`src/rtl/mem_port_arbiter_if.sv`:
```
// mem_port_arbiter_if
//
// Groups the fetch-port, data-port and memory-command signals of
// mem_port_arbiter into one bundle.
//
// Modports:
//   master - arbiter view: it samples requests and memory read data, and drives
//            completions plus the registered memory command.
//   slave  - environment view (pipeline stages + memory): the mirror image.
//
// Signals:
//   if_req/if_addr                    fetch read request, held until if_ready
//   if_rdata/if_ready                 fetch completion pulse and instruction word
//   dm_req/dm_we/dm_addr/dm_wdata/dm_be
//                                     data request, held until dm_ready
//   dm_rdata/dm_ready                 data completion pulse and load word
//   mem_en/mem_we/mem_addr/mem_wdata/mem_be
//                                     registered single-cycle memory command
//   mem_rdata                         memory read data, MEM_LATENCY cycles after mem_en
interface mem_port_arbiter_if;
    logic        if_req;
    logic [31:0] if_addr;
    logic [31:0] if_rdata;
    logic        if_ready;

    logic        dm_req;
    logic        dm_we;
    logic [31:0] dm_addr;
    logic [31:0] dm_wdata;
    logic [3:0]  dm_be;
    logic [31:0] dm_rdata;
    logic        dm_ready;

    logic        mem_en;
    logic        mem_we;
    logic [31:0] mem_addr;
    logic [31:0] mem_wdata;
    logic [3:0]  mem_be;
    logic [31:0] mem_rdata;

    modport master (
        input  if_req, if_addr,
        input  dm_req, dm_we, dm_addr, dm_wdata, dm_be,
        input  mem_rdata,
        output if_rdata, if_ready,
        output dm_rdata, dm_ready,
        output mem_en, mem_we, mem_addr, mem_wdata, mem_be
    );

    modport slave (
        output if_req, if_addr,
        output dm_req, dm_we, dm_addr, dm_wdata, dm_be,
        output mem_rdata,
        input  if_rdata, if_ready,
        input  dm_rdata, dm_ready,
        input  mem_en, mem_we, mem_addr, mem_wdata, mem_be
    );
endinterface

```
`src/rtl/mem_port_arbiter.sv`:
```
// mem_port_arbiter
//
// Shares one single-ported, fixed-latency memory between the fetch stage and the
// memory stage. One transaction at a time: the winner's command is registered,
// issued for exactly one cycle, the read word (if any) is captured after
// MEM_LATENCY cycles, and the owner gets a one-cycle ready pulse.
//
// Parameters:
//   MEM_LATENCY  cycles from the mem_en cycle to valid mem_rdata (>= 1)
//
// Ports:
//   clk    clock, rising edge
//   rst_n  asynchronous active-low reset
//   bus    mem_port_arbiter_if.master (fetch port, data port, memory command)
//   busy   high whenever the arbiter is not idle
//
// Build option:
//   MEM_ARB_FAIRNESS_EN  when defined, simultaneous requests alternate based on a
//                        last-grant register; otherwise data always beats fetch.
module mem_port_arbiter #(
    parameter int unsigned MEM_LATENCY = 1
) (
    input  logic                      clk,
    input  logic                      rst_n,
    mem_port_arbiter_if.master        bus,
    output logic                      busy
);

    // Guarded so an illegal latency reports the elaboration error below rather
    // than a zero-width counter.
    localparam int unsigned CNT_W = (MEM_LATENCY < 1) ? 1 : $clog2(MEM_LATENCY + 1);

    if (MEM_LATENCY < 1) begin : g_bad_latency
        $error("mem_port_arbiter: MEM_LATENCY must be at least 1");
    end

    typedef enum logic [1:0] {
        StIdle,
        StIssue,
        StWait,
        StResp
    } state_e;

    typedef enum logic {
        OwnIf,
        OwnDm
    } owner_e;

    state_e           state_q, state_d;
    owner_e           owner_q, owner_d;
    logic             we_q, we_d;
    logic [CNT_W-1:0] cnt_q, cnt_d;
    logic [31:0]      resp_q, resp_d;

    logic             mem_en_q, mem_en_d;
    logic             mem_we_q, mem_we_d;
    logic [31:0]      addr_q, addr_d;
    logic [31:0]      wdata_q, wdata_d;
    logic [3:0]       be_q, be_d;

    logic             any_req;
    logic             grant_dm;
    logic             grant_store;

    assign any_req = bus.if_req | bus.dm_req;

`ifdef MEM_ARB_FAIRNESS_EN
    owner_e last_q, last_d;

    // On contention the side that did not win last time goes first.
    assign grant_dm = bus.dm_req & (~bus.if_req | (last_q == OwnIf));

    always_comb begin
        last_d = last_q;
        if ((state_q == StIdle) && any_req) begin
            last_d = grant_dm ? OwnDm : OwnIf;
        end
    end

    always_ff @(posedge clk or negedge rst_n) begin
        if (!rst_n) begin
            last_q <= OwnIf;
        end else begin
            last_q <= last_d;
        end
    end
`else
    // The data stage holds the older instruction, so it always wins.
    assign grant_dm = bus.dm_req;
`endif

    assign grant_store = grant_dm & bus.dm_we;

    // Next-state and command/response register updates.
    always_comb begin
        state_d  = state_q;
        owner_d  = owner_q;
        we_d     = we_q;
        cnt_d    = cnt_q;
        resp_d   = resp_q;
        addr_d   = addr_q;
        wdata_d  = wdata_q;
        be_d     = be_q;
        mem_en_d = 1'b0;
        mem_we_d = 1'b0;

        unique case (state_q)
            StIdle: begin
                if (any_req) begin
                    owner_d  = grant_dm ? OwnDm : OwnIf;
                    we_d     = grant_store;
                    addr_d   = grant_dm ? bus.dm_addr : bus.if_addr;
                    wdata_d  = grant_store ? bus.dm_wdata : 32'h0;
                    be_d     = grant_store ? bus.dm_be : 4'hF;
                    // Stores complete with a zero response word.
                    resp_d   = 32'h0;
                    mem_en_d = 1'b1;
                    mem_we_d = grant_store;
                    state_d  = StIssue;
                end
            end

            StIssue: begin
                if (we_q) begin
                    state_d = StResp;
                end else begin
                    cnt_d   = CNT_W'(MEM_LATENCY);
                    state_d = StWait;
                end
            end

            StWait: begin
                cnt_d = cnt_q - CNT_W'(1);
                // Count of 1 marks the cycle in which mem_rdata is valid.
                if (cnt_q == CNT_W'(1)) begin
                    resp_d  = bus.mem_rdata;
                    state_d = StResp;
                end
            end

            StResp: begin
                state_d = StIdle;
            end

            default: begin
                state_d = StIdle;
            end
        endcase
    end

    always_ff @(posedge clk or negedge rst_n) begin
        if (!rst_n) begin
            state_q  <= StIdle;
            owner_q  <= OwnIf;
            we_q     <= 1'b0;
            cnt_q    <= '0;
            resp_q   <= 32'h0;
            mem_en_q <= 1'b0;
            mem_we_q <= 1'b0;
            addr_q   <= 32'h0;
            wdata_q  <= 32'h0;
            be_q     <= 4'h0;
        end else begin
            state_q  <= state_d;
            owner_q  <= owner_d;
            we_q     <= we_d;
            cnt_q    <= cnt_d;
            resp_q   <= resp_d;
            mem_en_q <= mem_en_d;
            mem_we_q <= mem_we_d;
            addr_q   <= addr_d;
            wdata_q  <= wdata_d;
            be_q     <= be_d;
        end
    end

    logic if_done;
    logic dm_done;

    assign if_done = (state_q == StResp) & (owner_q == OwnIf);
    assign dm_done = (state_q == StResp) & (owner_q == OwnDm);

    assign busy          = (state_q != StIdle);
    assign bus.if_ready  = if_done;
    assign bus.dm_ready  = dm_done;
    // Read data is only presented alongside its ready pulse.
    assign bus.if_rdata  = if_done ? resp_q : 32'h0;
    assign bus.dm_rdata  = dm_done ? resp_q : 32'h0;
    assign bus.mem_en    = mem_en_q;
    assign bus.mem_we    = mem_we_q;
    assign bus.mem_addr  = addr_q;
    assign bus.mem_wdata = wdata_q;
    assign bus.mem_be    = be_q;

endmodule

```
`src/flat_wrapper.sv`:
```
// flat-port wrapper written by rule: the top's interface ports become plain ports
module mem_port_arbiter_flat 
#(
    parameter int unsigned MEM_LATENCY = 1
)
  (clk, rst_n, busy, bus_if_req, bus_if_addr, bus_dm_req, bus_dm_we, bus_dm_addr, bus_dm_wdata, bus_dm_be, bus_mem_rdata, bus_if_rdata, bus_if_ready, bus_dm_rdata, bus_dm_ready, bus_mem_en, bus_mem_we, bus_mem_addr, bus_mem_wdata, bus_mem_be);
  mem_port_arbiter_if bus_i ();
  input  logic clk;
  input  logic rst_n;
  output logic busy;
  input wire logic [$bits(bus_i.if_req)-1:0] bus_if_req;
  input wire logic [$bits(bus_i.if_addr)-1:0] bus_if_addr;
  input wire logic [$bits(bus_i.dm_req)-1:0] bus_dm_req;
  input wire logic [$bits(bus_i.dm_we)-1:0] bus_dm_we;
  input wire logic [$bits(bus_i.dm_addr)-1:0] bus_dm_addr;
  input wire logic [$bits(bus_i.dm_wdata)-1:0] bus_dm_wdata;
  input wire logic [$bits(bus_i.dm_be)-1:0] bus_dm_be;
  input wire logic [$bits(bus_i.mem_rdata)-1:0] bus_mem_rdata;
  output wire logic [$bits(bus_i.if_rdata)-1:0] bus_if_rdata;
  output wire logic [$bits(bus_i.if_ready)-1:0] bus_if_ready;
  output wire logic [$bits(bus_i.dm_rdata)-1:0] bus_dm_rdata;
  output wire logic [$bits(bus_i.dm_ready)-1:0] bus_dm_ready;
  output wire logic [$bits(bus_i.mem_en)-1:0] bus_mem_en;
  output wire logic [$bits(bus_i.mem_we)-1:0] bus_mem_we;
  output wire logic [$bits(bus_i.mem_addr)-1:0] bus_mem_addr;
  output wire logic [$bits(bus_i.mem_wdata)-1:0] bus_mem_wdata;
  output wire logic [$bits(bus_i.mem_be)-1:0] bus_mem_be;
  assign bus_i.if_req = bus_if_req;
  assign bus_i.if_addr = bus_if_addr;
  assign bus_i.dm_req = bus_dm_req;
  assign bus_i.dm_we = bus_dm_we;
  assign bus_i.dm_addr = bus_dm_addr;
  assign bus_i.dm_wdata = bus_dm_wdata;
  assign bus_i.dm_be = bus_dm_be;
  assign bus_i.mem_rdata = bus_mem_rdata;
  assign bus_if_rdata = bus_i.if_rdata;
  assign bus_if_ready = bus_i.if_ready;
  assign bus_dm_rdata = bus_i.dm_rdata;
  assign bus_dm_ready = bus_i.dm_ready;
  assign bus_mem_en = bus_i.mem_en;
  assign bus_mem_we = bus_i.mem_we;
  assign bus_mem_addr = bus_i.mem_addr;
  assign bus_mem_wdata = bus_i.mem_wdata;
  assign bus_mem_be = bus_i.mem_be;
  mem_port_arbiter #(.MEM_LATENCY(MEM_LATENCY)) u_core (.clk(clk), .rst_n(rst_n), .bus(bus_i), .busy(busy));
endmodule
```
`config.mk`:
```
export PLATFORM = sky130hd
export DESIGN_NAME = mem_port_arbiter_flat
export DESIGN_NICKNAME = d
export VERILOG_FILES = /design/src/rtl/mem_port_arbiter_if.sv /design/src/rtl/mem_port_arbiter.sv /design/src/flat_wrapper.sv
export SDC_FILE = /design/constraint.sdc
export NUM_CORES = 1
export LEC_CHECK = 0
export BUFFER_PORTS_ARGS = -buffer_cell sky130_fd_sc_hd__buf_2
export CORE_AREA = 2 2 105 107
export CTS_CLUSTER_DIAMETER = 120
export CTS_CLUSTER_SIZE = 12
export DETAILED_ROUTE_END_ITERATION = 8
export DIE_AREA = 0 0 107 109
export GPL_TIMING_DRIVEN = 0
export PLACE_DENSITY = 0.84
export SLEW_MARGIN = 20
export SYNTH_ARGS = -nofsm -noshare
export SYNTH_HDL_FRONTEND = slang
export SYNTH_SLANG_ARGS = --single-unit
```
`constraint.sdc`:
```
create_clock -name clk -period 3.9 [get_ports clk]
set_input_delay 0.39 -clock clk [delete_from_list [all_inputs] [get_ports clk]]
set_output_delay 0.39 -clock clk [all_outputs]
set_load 0.01 [all_outputs]
```
==> impl_results.md, run 1 <==
- Busiest grt layer: met2
- Drt pass-1 iters: 4
- CTS Hold Buffers Added: 1
- CP Class: register to output port
- RR Startpoint: u_core.state_q[0]
- Unique masters post-synth: 26
- Worst Max-Slew Pin Slew: around 0.48 ns
- Vias after detailed routing: 4473
- Final Critical Period: between 2 and 3 ns
- Clk Latency, worst-skew pair: between 0.3 and 0.4 ns
- Row cnt: 38
- CTS tree: yes
- Grt met1 use: between 20% and 30%
- Final core occ: a little under two thirds
- Fin Clk Skew: roughly 0.014 ns
- GR Overflow Total: 0
- Wire per inst: 15.8 um
- Hold WC Path Type: input pin to register
- Maximum number of pins on one net before global-route repair: 60
- Multi-input gate area: 1980 um^2
- Max Cap Viol: 0
- Most common cell after layout, fill and taps aside: buf_2
- CP startpoint kind: register
- Initial Util: between 40% and 50%
- DIE HEIGHT: about 110 um
- Area growth from synthesis to layout: 35.7%
- H-tree depth: 3
- Delay-heaviest family, CP: simple AND/OR/NAND/NOR gates
- Main synth FF type: dfrtp_1
- GR Util met2: a little over two fifths
- Hold Slack: 0.230 ns
- PortBufs: around 270
- Cell taking the most area after synthesis: dfrtp_1
- Antenna Cells: 0
- Post-Syn Instances: 465
- Crit path max fanout: 10
- Post-Syn Area per Cell: ~11 um^2
- Crit path from: u_core.state_q[1]
- CP arrival: approximately 2.2 ns
- Max stage delay on crit path: 0.45 ns
- Nets: approximately 890
- CTS Buf Count: 9
- HPWL Detailed: 11200 um
- FF+latch count, synth: 107
- Final setup fails: 0
- Initial antenna violation count: 0
- Asr flop ratio synth: between 90% and 100%
- Die W: ~110 um
- Clock buffer depth: 2
- Share of layout cells above drive strength 1: 41.2%
- Syn Nets: a little over 600
- Critical path buffers and inverters: 2
- Met3 usage: 4.36%
- RSZ-0062 raised after global routing: no
- Resize count post-CTS: 0
- Sequential share of the synthesized area: between 50% and 60%
- Postcts setup bufs: 0
- Final ANT Viol Nets: 0
- Sum Neg Setup Slack: 0 ns
- Peak supply drop: roughly 0.00034 V
- Die area: about 12000 um^2
- Post-synth top area share: between 50 and 60%
- I/O Pins: between 200 and 300
- Sink Count: about 110
- Max Slew Vio Count: 0
- Vias in the first global route: between 4000 and 5000
- Run status: finished, final reports clean
- Seq. cell area: 2680 um^2
- Core area: about 11000 um^2
- Slowest library cell on the worst path: dfrtp_1
- Final wirelength: approximately 14000 um
- Fillers: roughly 900
- GP Congestion: approximately 0.88
- Required time of the critical path: 3.51 ns
- 1st-iter DRT viols: ~270
- Clk slew on worst S/H paths: roughly 0.1 ns
- Most frequent cells in the layout: buf_2, dfrtp_1, nand2_1
- Slew headroom: between 60% and 70%
- Synth warn: 0
- Final period utilization: between 60% and 70%
- P per Cell Area: ~650 nW/um^2
- HP Start: bus_dm_be[0]
- Synth Cell Area: a little under 5000 um^2
- Lkg Pwr: about 3.9 nW
- Synth area leaders: dfrtp_1, mux2i_1, a22o_1
- Worst-path cell chain: ha_1, nor2b_1, clkbuf_1, and2_1, buf_2
- First-pass GRT wire length: roughly 22000 um
- CP Capture Type: output port
- Residual DRC count: 0
- GRT Overall Usage: 24.0%
- Highest achievable clock rate: between 300 and 400 MHz
- Clock root cell: clkbuf_8
- Vias per cell: between 4 and 5
- Post-synth EDFFs: 0
- Hold Vio Cnt, Final: 0
## Yosys cell counts (3+ instances only)
| master | number |
|---|---|
| nand2_1 | 70 |
| inv_2 | 4 |
| clkbuf_1 | 19 |
| buf_2 | 10 |
| o21ai_1 | 8 |
| o22a_1 | 4 |
| and2_1 | 33 |
| mux2i_1 | 65 |
| dfrtp_1 | 107 |
| o21ai_0 | 24 |
| buf_6 | 3 |
| inv_1 | 34 |
| and3_1 | 32 |
| a22o_1 | 32 |
| ha_1 | 6 |
## logic make-up after synthesis
group           synth area share (%)
compound gates                  10.8
fa+ha+maj                       1.51
buf+inv                         6.29
flops                           53.9
mux                             13.5
simple gates                    14.0
## power by group
part	switching [mW]	internal [mW]	total (mW)
registers	0.240	1.49	1.73
logic	1.12	0.841	1.96
clock network	0.377	0.299	0.676
total	1.74	2.63	4.37
## path summary, 6_finish.rpt
| kind | cells after the start | slack [ns] | to |
|---|---|---|---|
| min in group asynchronous | 2 | 0.51 | u_core.resp_q[10] |
| worst min register to register | 2 | 0.49 | u_core.bus.mem_addr[22] |
| worst max-delay path | 5 | 1.34 | bus_if_rdata[30] |
| max in group asynchronous | 3 | 2.73 | u_core.bus.mem_wdata[12] |
| worst max register to register | 7 | 1.85 | u_core.resp_q[8] |
| worst min-delay path | 2 | 0.23 | u_core.bus.mem_be[0] |
## cell type report
class	count	share of cell area, %
clock buffer	10	1.89
multi-input combinational	286	29.4
tap	140	2.60
inverter	38	2.11
sequential	107	39.7
buffer	34	2.52
clock inverter	6	0.965
timing repair buffer	274	20.8
## sequential cells by signal (all words and copies together), names as in the netlist
signal                cells
u_core.bus.mem_addr      32
u_core.bus.mem_wdata     32
u_core.resp_q            32
u_core.bus.mem_be         4
u_core.state_q            2
u_core.bus.mem_en         1
u_core.bus.mem_we         1
u_core.cnt_q              1
u_core.owner_q            1
u_core.we_q               1
## stage by stage
| stage | cell area (um^2) | instances | total power [mW] | setup WS [ns] |
|---|---|---|---|---|
| global route | 6750 | 895 | 4.67 | 1.17 |
| CTS | 6750 | 895 | 4.40 | 1.33 |
| floorplan | 4970 | 465 | 2.94 | 2.14 |
| finish | 6750 | 895 | 4.37 | 1.34 |
| global placement | 6510 | 877 | 3.61 | 1.37 |
| detailed placement | 6540 | 878 | 3.72 | 1.75 |
## worst register-to-register path: cells and delay by family, from the launching register on
| family | cells | cell delay [ns] |
|---|---|---|
| buffers and inverters | 3 | 0.53 |
| flip-flops | 1 | 0.43 |
| AO/OA/AOI/OAI | 1 | 0.38 |
| multiplexers | 1 | 0.22 |
| adder cells (fa/ha/maj) | 1 | 0.21 |
| AND/OR/NAND/NOR | 1 | 0.19 |
## routing by layer
metal  up-vias  wire length [um]
li1       2131                 -
met1      2103              5700
met2       208              7090
met3        31               980
met4         0               362
met5         -                 0
Power figures use the tool's default switching activity.
==> run 2, diff against run 1 <==
--- a/config.mk
+++ b/config.mk
@@ -6,13 +6,12 @@
 export NUM_CORES = 1
 export LEC_CHECK = 0
 export BUFFER_PORTS_ARGS = -buffer_cell sky130_fd_sc_hd__buf_2
-export CORE_AREA = 2 2 105 107
+export CORE_UTILIZATION = 40
 export CTS_CLUSTER_DIAMETER = 120
 export CTS_CLUSTER_SIZE = 12
 export DETAILED_ROUTE_END_ITERATION = 8
-export DIE_AREA = 0 0 107 109
 export GPL_TIMING_DRIVEN = 0
-export PLACE_DENSITY = 0.84
+export PLACE_DENSITY = 0.76
 export SLEW_MARGIN = 20
 export SYNTH_ARGS = -nofsm -noshare
 export SYNTH_HDL_FRONTEND = slang
==> constraint.sdc (replaced) <==
create_clock -name clk -period 2.2 [get_ports clk]
set_input_delay 0.22 -clock clk [delete_from_list [all_inputs] [get_ports clk]]
set_output_delay 0.22 -clock clk [all_outputs]
set_load 0.01 [all_outputs]
==> impl_results.md, run 2 (synthesis gave the netlist of run 1 again) <==
- Run status: finished, final reports clean (unchanged)
- Inst Count DP: 906 (was 878)
- GRT Overall Usage: 21.3% (was 24.0%)
- Most frequent cells in the layout: buf_2, dfrtp_1, nand2_1 (unchanged)
- Clock root cell: clkbuf_16 (was clkbuf_8)
- Final wirelength: 13200 um (was 14100 um)
- HPWL Detailed: 10400 um (was 11200 um)
- Die W: 113 um (was 107 um)
- GP Congestion: 0.808 (was 0.885)
- Worst-path cell chain: inv_1, ha_1, buf_2, nor2b_1, a221oi_4, buf_6, mux2i_1 (was ha_1, nor2b_1, clkbuf_1, and2_1, buf_2)
- Critical path buffers and inverters: 3 (was 2)
- Nets: 893 (unchanged)
- Layout Cells excl Fill: 922 (was 895)
- Max stage delay on crit path: 0.43 ns (was 0.45 ns)
- Vias in the first global route: 4274 (was 4505)
- DIE HEIGHT: 113 um (was 109 um)
- Lkg Pwr: 3.97 nW (was 3.92 nW)
- Antenna Cells: 0 (unchanged)
- Initial antenna violation count: 0 (unchanged)
- Postcts setup bufs: 0 (unchanged)
- Vias after detailed routing: 4358 (was 4473)
- Delay-heaviest family, CP: buffers and inverters (was simple AND/OR/NAND/NOR gates)
- Place WS: 0.149 ns (was 1.75 ns)
- Wire per inst: 14.3 um (was 15.8 um)
- Setup WS post-layout: 0.157 ns (was 1.34 ns)
- Crit Reg-Reg Endpoint: u_core.resp_q[23] (was u_core.resp_q[8])
- Die area: 12900 um^2 (was 11700 um^2)
- CTS Buf Count: 9 (unchanged)
- Slew headroom: 66.9% (was 68.3%)
- CP Class: register to register (was register to output port)
- Core area: 12100 um^2 (was 10600 um^2)
- Final setup fails: 0 (unchanged)
- 1st-iter DRT viols: 150 (was 265)
- First-pass GRT wire length: 21300 um (was 22000 um)
- PortBufs: 272 (unchanged)
- Hold WC Path Type: input pin to register (unchanged)
- Sink Count: 107 (unchanged)
- Required time of the critical path: 2.46 ns (was 3.51 ns)
- Clk slew on worst S/H paths: 0.07 ns (was 0.10 ns)
- Peak supply drop: 0.000755 V (was 0.000344 V)
- Most common cell after layout, fill and taps aside: buf_2 (unchanged)
- Final period utilization: roughly 93%
- RR Startpoint: u_core.state_q[0] (unchanged)
- Fin Clk Skew: 0.00578 ns (was 0.0137 ns)
- Final Critical Period: 2.04 ns
- Max Cap Viol: 0 (unchanged)
- Clock buffer depth: 2 (unchanged)
- Overall Power: 8.03 mW (was 4.37 mW)
- Max Slew Vio Count: 0 (unchanged)
- Initial Util: 41.2% (was 46.9%)
- CP arrival: 2.30 ns (was 2.17 ns)
- P per Cell Area: 1170 nW/um^2 (was 647 nW/um^2)
- Reg2reg path depth: 7 (unchanged)
- Hold path depth: 2 (unchanged)
- I/O Pins: 274 (unchanged)
- Residual DRC count: 0 (unchanged)
- Maximum number of pins on one net before global-route repair: 57 (was 60)
- H-tree depth: 3 (unchanged)
- Final ANT Viol Nets: 0 (unchanged)
- CP startpoint kind: register (unchanged)
- Vias per cell: 4.73 (was 5.00)
- Worst Hold End: u_core.bus.mem_wdata[14] (was u_core.bus.mem_be[0])
- CP Capture Type: register (was output port)
- Hold Slack: 0.0894 ns (was 0.230 ns)
- RSZ-0062 raised after global routing: no (unchanged)
- Worst Max-Slew Pin Slew: 0.497 ns (was 0.475 ns)
- Share of layout cells above drive strength 1: 41.8% (was 41.2%)
- Slowest library cell on the worst path: dfrtp_1 (unchanged)
- CTS tree: yes (unchanged)
- R2r setup slk: 0.16 ns (was 1.85 ns)
- Hold Vio Cnt, Final: 0 (unchanged)
- Crit path max fanout: 10 (unchanged)
- HP Start: bus_dm_wdata[14] (was bus_dm_be[0])
- Fillers: 1062 (was 895)
- Clk Latency, worst-skew pair: 0.34 ns (was 0.37 ns)
- Area growth from synthesis to layout: 38.4% (was 35.7%)
- Drt pass-1 iters: 4 (unchanged)
- GR Overflow Total: 0 (unchanged)
- Highest achievable clock rate: approximately 500 MHz
- Row cnt: 40 (was 38)
==> run 2: how the worst max path moves through the flow <==
stage,from,end,slack (ns),cells after the start
detailed placement,u_core.state_q[0],u_core.resp_q[23],0.15,7
global placement,rst_n,u_core.bus.mem_wdata[0],-0.22,1
global route,u_core.state_q[0],u_core.resp_q[20],0.01,7
CTS,u_core.state_q[1],bus_if_rdata[24],0.03,5
finish,u_core.state_q[0],u_core.resp_q[23],0.16,7
floorplan,u_core.state_q[0],u_core.resp_q[10],0.45,7
==> run 2: worst reg2reg max path, delay by kind of cell (launching register included) <==
kind	cells	cell delay, ns
flip-flops	1	0.43
adder cells (fa/ha/maj)	1	0.21
AO/OA/AOI/OAI	1	0.37
AND/OR/NAND/NOR	1	0.20
buffers and inverters	3	0.53
multiplexers	1	0.23
==> run 2: through the flow <==
step	util, %	cell area [um^2]	setup TNS [ns]
finish	57.1	6880	0
detailed placement	54.5	6580	0
global placement	54.3	6540	-22.54
global route	57.1	6880	0
floorplan	-	4970	0
CTS	57.0	6870	0
==> run 2: layout make-up <==
class / instances / area, um^2 / share of cell area [%]
sequential: 107 / 2680 / 38.9
multi-input combinational: 286 / 1990 / 28.9
timing repair buffer: 274 / 1410 / 20.4
clock buffer: 13 / 270 / 3.93
tap: 168 / 210 / 3.05
buffer: 34 / 174 / 2.53
inverter: 38 / 143 / 2.07
clock inverter: 2 / 10.0 / 0.145
==> run 2: repair_timing <==
item                                   4_1_cts  5_1_grt
hold buffers                                 1        0
resized for setup                            4        2
setup endpoints to repair                   30       29
endpoints found under the hold margin       51        0
==> run 2: metal layers <==
metal	routed length, um	part of all wire, %	global-route usage, %	vias to the layer above
met5	0	0	0	-
met4	178	1.4	7.81	0
met3	806	6.1	5.47	15
met2	6640	50	36.9	184
met1	5570	42	25.5	2032
li1	-	-	-	2127
==> run 2: report_power, final <==
part,switching (mW),internal [mW],leakage (nW)
registers,0.405,2.64,1.38
clock network,0.664,0.851,0.141
logic,1.96,1.51,2.45
total,3.02,5.00,3.97
==> run 3, diff against run 2 <==
==> constraint.sdc (replaced) <==
create_clock -name clk -period 1.78 [get_ports clk]
set_input_delay 0.178 -clock clk [delete_from_list [all_inputs] [get_ports clk]]
set_output_delay 0.178 -clock clk [all_outputs]
set_load 0.01 [all_outputs]
==> impl_results.md, run 3 (synthesis gave the netlist of run 1 again) <==
- HPWL Detailed: 10400 um (unchanged)
- Worst-path cell chain: ha_4, nor2b_4, clkbuf_8, and2_4, buf_6 (was inv_1, ha_1, buf_2, nor2b_1, a221oi_4, buf_6, mux2i_1)
- Vias in the first global route: 4394 (was 4274)
- Sink Count: 107 (unchanged)
- GRT Overall Usage: 21.7% (was 21.3%)
- Max stage delay on crit path: 0.43 ns (about the same)
- Sw Pwr: 3.89 mW (was 3.02 mW)
- Drt pass-1 iters: 4 (unchanged)
- CP Class: register to output port (was register to register)
- Crit path max fanout: 10 (unchanged)
- Failing checks: setup timing
- CTS tree: yes (unchanged)
- Critical path buffers and inverters: 2 (was 3)
- Net Sw Frac: 36.8% (was 37.7%)
- Fin Clk Skew: 0.00523 ns (was 0.00578 ns)
- Crit path from: u_core.state_q[1] (was u_core.state_q[0])
- Wire per inst: 14.5 um (was 14.3 um)
- CP Capture Type: output port (was register)
- Most frequent cells in the layout: buf_2, dfrtp_1, nand2_1 (unchanged)
- RSZ-0062 raised after global routing: yes (was no)
- Run status: finished with violations (was finished, final reports clean)
- CP startpoint kind: register (unchanged)
- Place WS: -0.271 ns (was 0.149 ns)
- Delay-heaviest family, CP: flip-flops (was buffers and inverters)
- Hold Vio Cnt, Final: 0 (unchanged)
- Initial antenna violation count: 0 (unchanged)
- Vias after detailed routing: 4421 (was 4358)
- Clk Latency, worst-skew pair: 0.34 ns (about the same)
- CP arrival: 1.63 ns (was 2.30 ns)
- GR Overflow Total: 0 (unchanged)
- Initial Util: 41.2% (unchanged)
- Final ANT Viol Nets: 0 (unchanged)
- Nets: 901 (was 893)
- Worst Max-Slew Pin Slew: 0.495 ns (was 0.497 ns)
- Clock buffer depth: 2 (unchanged)
- CTS Buf Count: 9 (unchanged)
- Slowest library cell on the worst path: dfrtp_2 (was dfrtp_1)
- Seq. cell area: 2680 um^2 (about the same)
- P per Cell Area: 1490 nW/um^2 (was 1170 nW/um^2)
- Die area: 12900 um^2 (unchanged)
- Critical path depth: 5 (was 7)
- Setup WS post-layout: -0.0303 ns (was 0.157 ns)
- Final wirelength: 13500 um (was 13200 um)
- Clk slew on worst S/H paths: 0.07 ns (about the same)
- Required time of the critical path: 1.60 ns (was 2.46 ns)
- Slew headroom: 67.0% (was 66.9%)
- Fillers: 1024 (was 1062)
- Overall Power: 10.6 mW (was 8.03 mW)
- Highest achievable clock rate: 552 MHz
- Max Cap Viol: 0 (unchanged)
- Most common cell after layout, fill and taps aside: buf_2 (unchanged)
- R2r setup slk: 0 ns (was 0.16 ns)
- Vias per cell: 4.75 (was 4.73)
- Sequential fraction of design power: 35.8% (was 38.0%)
- Final period utilization: 102%
- Inst Count DP: 906 (unchanged)
- First-pass GRT wire length: 21800 um (was 21300 um)
- Maximum number of pins on one net before global-route repair: 57 (unchanged)
- PortBufs: 272 (unchanged)
- Layout Cells excl Fill: 930 (was 922)
- Critical Path Sink: bus_if_rdata[7] (was u_core.resp_q[23])
- Final Critical Period: 1.81 ns
- Die W: 113 um (unchanged)
- Clock root cell: clkbuf_16 (unchanged)
- Share of layout cells above drive strength 1: 44.8% (was 41.8%)
- Row cnt: 40 (unchanged)
- 1st-iter DRT viols: 149 (was 150)
- Logic pwr share: 46.5% (was 43.2%)
- Internal power: 6.70 mW (was 5.00 mW)
- Residual DRC count: 0 (unchanged)
- Multi-input gate area: 2050 um^2 (was 1990 um^2)
- Peak supply drop: 0.000932 V (was 0.000755 V)
- RR Startpoint: u_core.state_q[0] (unchanged)
- Hold WC Path Type: input pin to register (unchanged)
- Area growth from synthesis to layout: 43.2% (was 38.4%)
- Reg2reg path depth: 7 (unchanged)
- Crit Reg-Reg Endpoint: u_core.resp_q[24] (was u_core.resp_q[23])
- GP Congestion: 0.808 (unchanged)
- I/O Pins: 274 (unchanged)
- H-tree depth: 3 (unchanged)
- Max Slew Vio Count: 0 (unchanged)
- DIE HEIGHT: 113 um (unchanged)
- Final setup fails: 23 (was 0)
- Antenna Cells: 0 (unchanged)
- Lkg Pwr: 4.06 nW (was 3.97 nW)
- Core area: 12100 um^2 (unchanged)
- Clk pwr share: 17.7% (was 18.9%)
- Sum Neg Setup Slack: -0.274 ns (was 0 ns)
run 3: cell count changes in the layout (fill, tap and decap cells not counted), moves of 4 or more:
cell / change
buf_2: -7
buf_4: +7
buf_6: +5
and2_1: -4
and2_4: +4
clkbuf_1: -4
run 3: per-stage QoR:
| stage | utilization, % | hold slack, ns | cell area, um^2 |
|---|---|---|---|
| 2_1_floorplan | - | -0.118 | 4970 |
| 3_3_place_gp | 54.3 | 0.396 | 6540 |
| 3_5_place_dp | 54.5 | 0.163 | 6580 |
| 4_1_cts | 58.6 | 0.0302 | 7070 |
| 5_1_grt | 59.0 | 0.0370 | 7120 |
| 6_report | 59.0 | 0.0448 | 7120 |
run 3: power by group through the flow:
| stage | clock, mW | sequential [mW] | combinational (mW) |
|---|---|---|---|
| CTS | 1.94 | 3.78 | 4.90 |
| detailed placement | 0 | 3.79 | 4.33 |
| global placement | 0 | 3.75 | 4.15 |
| global route | 2.04 | 3.89 | 5.41 |
| floorplan | 0 | 4.00 | 2.45 |
| finish | 1.87 | 3.79 | 4.93 |
run 3: worst min path at each step:
stage	from	endpoint	slack [ns]	depth (start not counted)
after floorplan	rst_n	u_core.bus.mem_addr[0]	-0.12	0
after global placement	bus_dm_wdata[15]	u_core.bus.mem_wdata[15]	0.40	2
after detailed placement	rst_n	u_core.resp_q[10]	0.16	1
after CTS	bus_dm_wdata[12]	u_core.bus.mem_wdata[12]	0.03	2
after global routing	bus_dm_wdata[30]	u_core.bus.mem_wdata[30]	0.04	2
final	bus_dm_wdata[14]	u_core.bus.mem_wdata[14]	0.04	2
run 3: what timing repair did:
action                                  in CTS  in global routing
endpoints found under the setup margin     163                 95
setup buffers                                7                  1
endpoints found under the hold margin       51                  0
pin swaps                                    0                  1
resized for setup                           33                 18
hold buffers                                 1                  0
gates cloned                                 2                  0
run 3: area by class of cell:
| class | instances | share of cell area, % |
|---|---|---|
| Buffer | 32 | 3.06 |
| Multi-Input combinational cell | 286 | 28.7 |
| Clock inverter | 2 | 0.141 |
| Tap cell | 168 | 2.95 |
| Sequential cell | 107 | 37.6 |
| Inverter | 38 | 2.04 |
| Timing Repair Buffer | 284 | 21.6 |
| Clock buffer | 13 | 3.80 |
run 3: layer usage:
metal / vias up / track usage, % / share of wire (%) / routed length (um)
met2: 183 / 38.3 / 50 / 6780
met5: - / 0 / 0 / 0
met1: 2072 / 25.5 / 42 / 5660
met4: 0 / 7.63 / 2.0 / 269
li1: 2143 / - / - / -
met3: 23 / 5.74 / 6.0 / 814
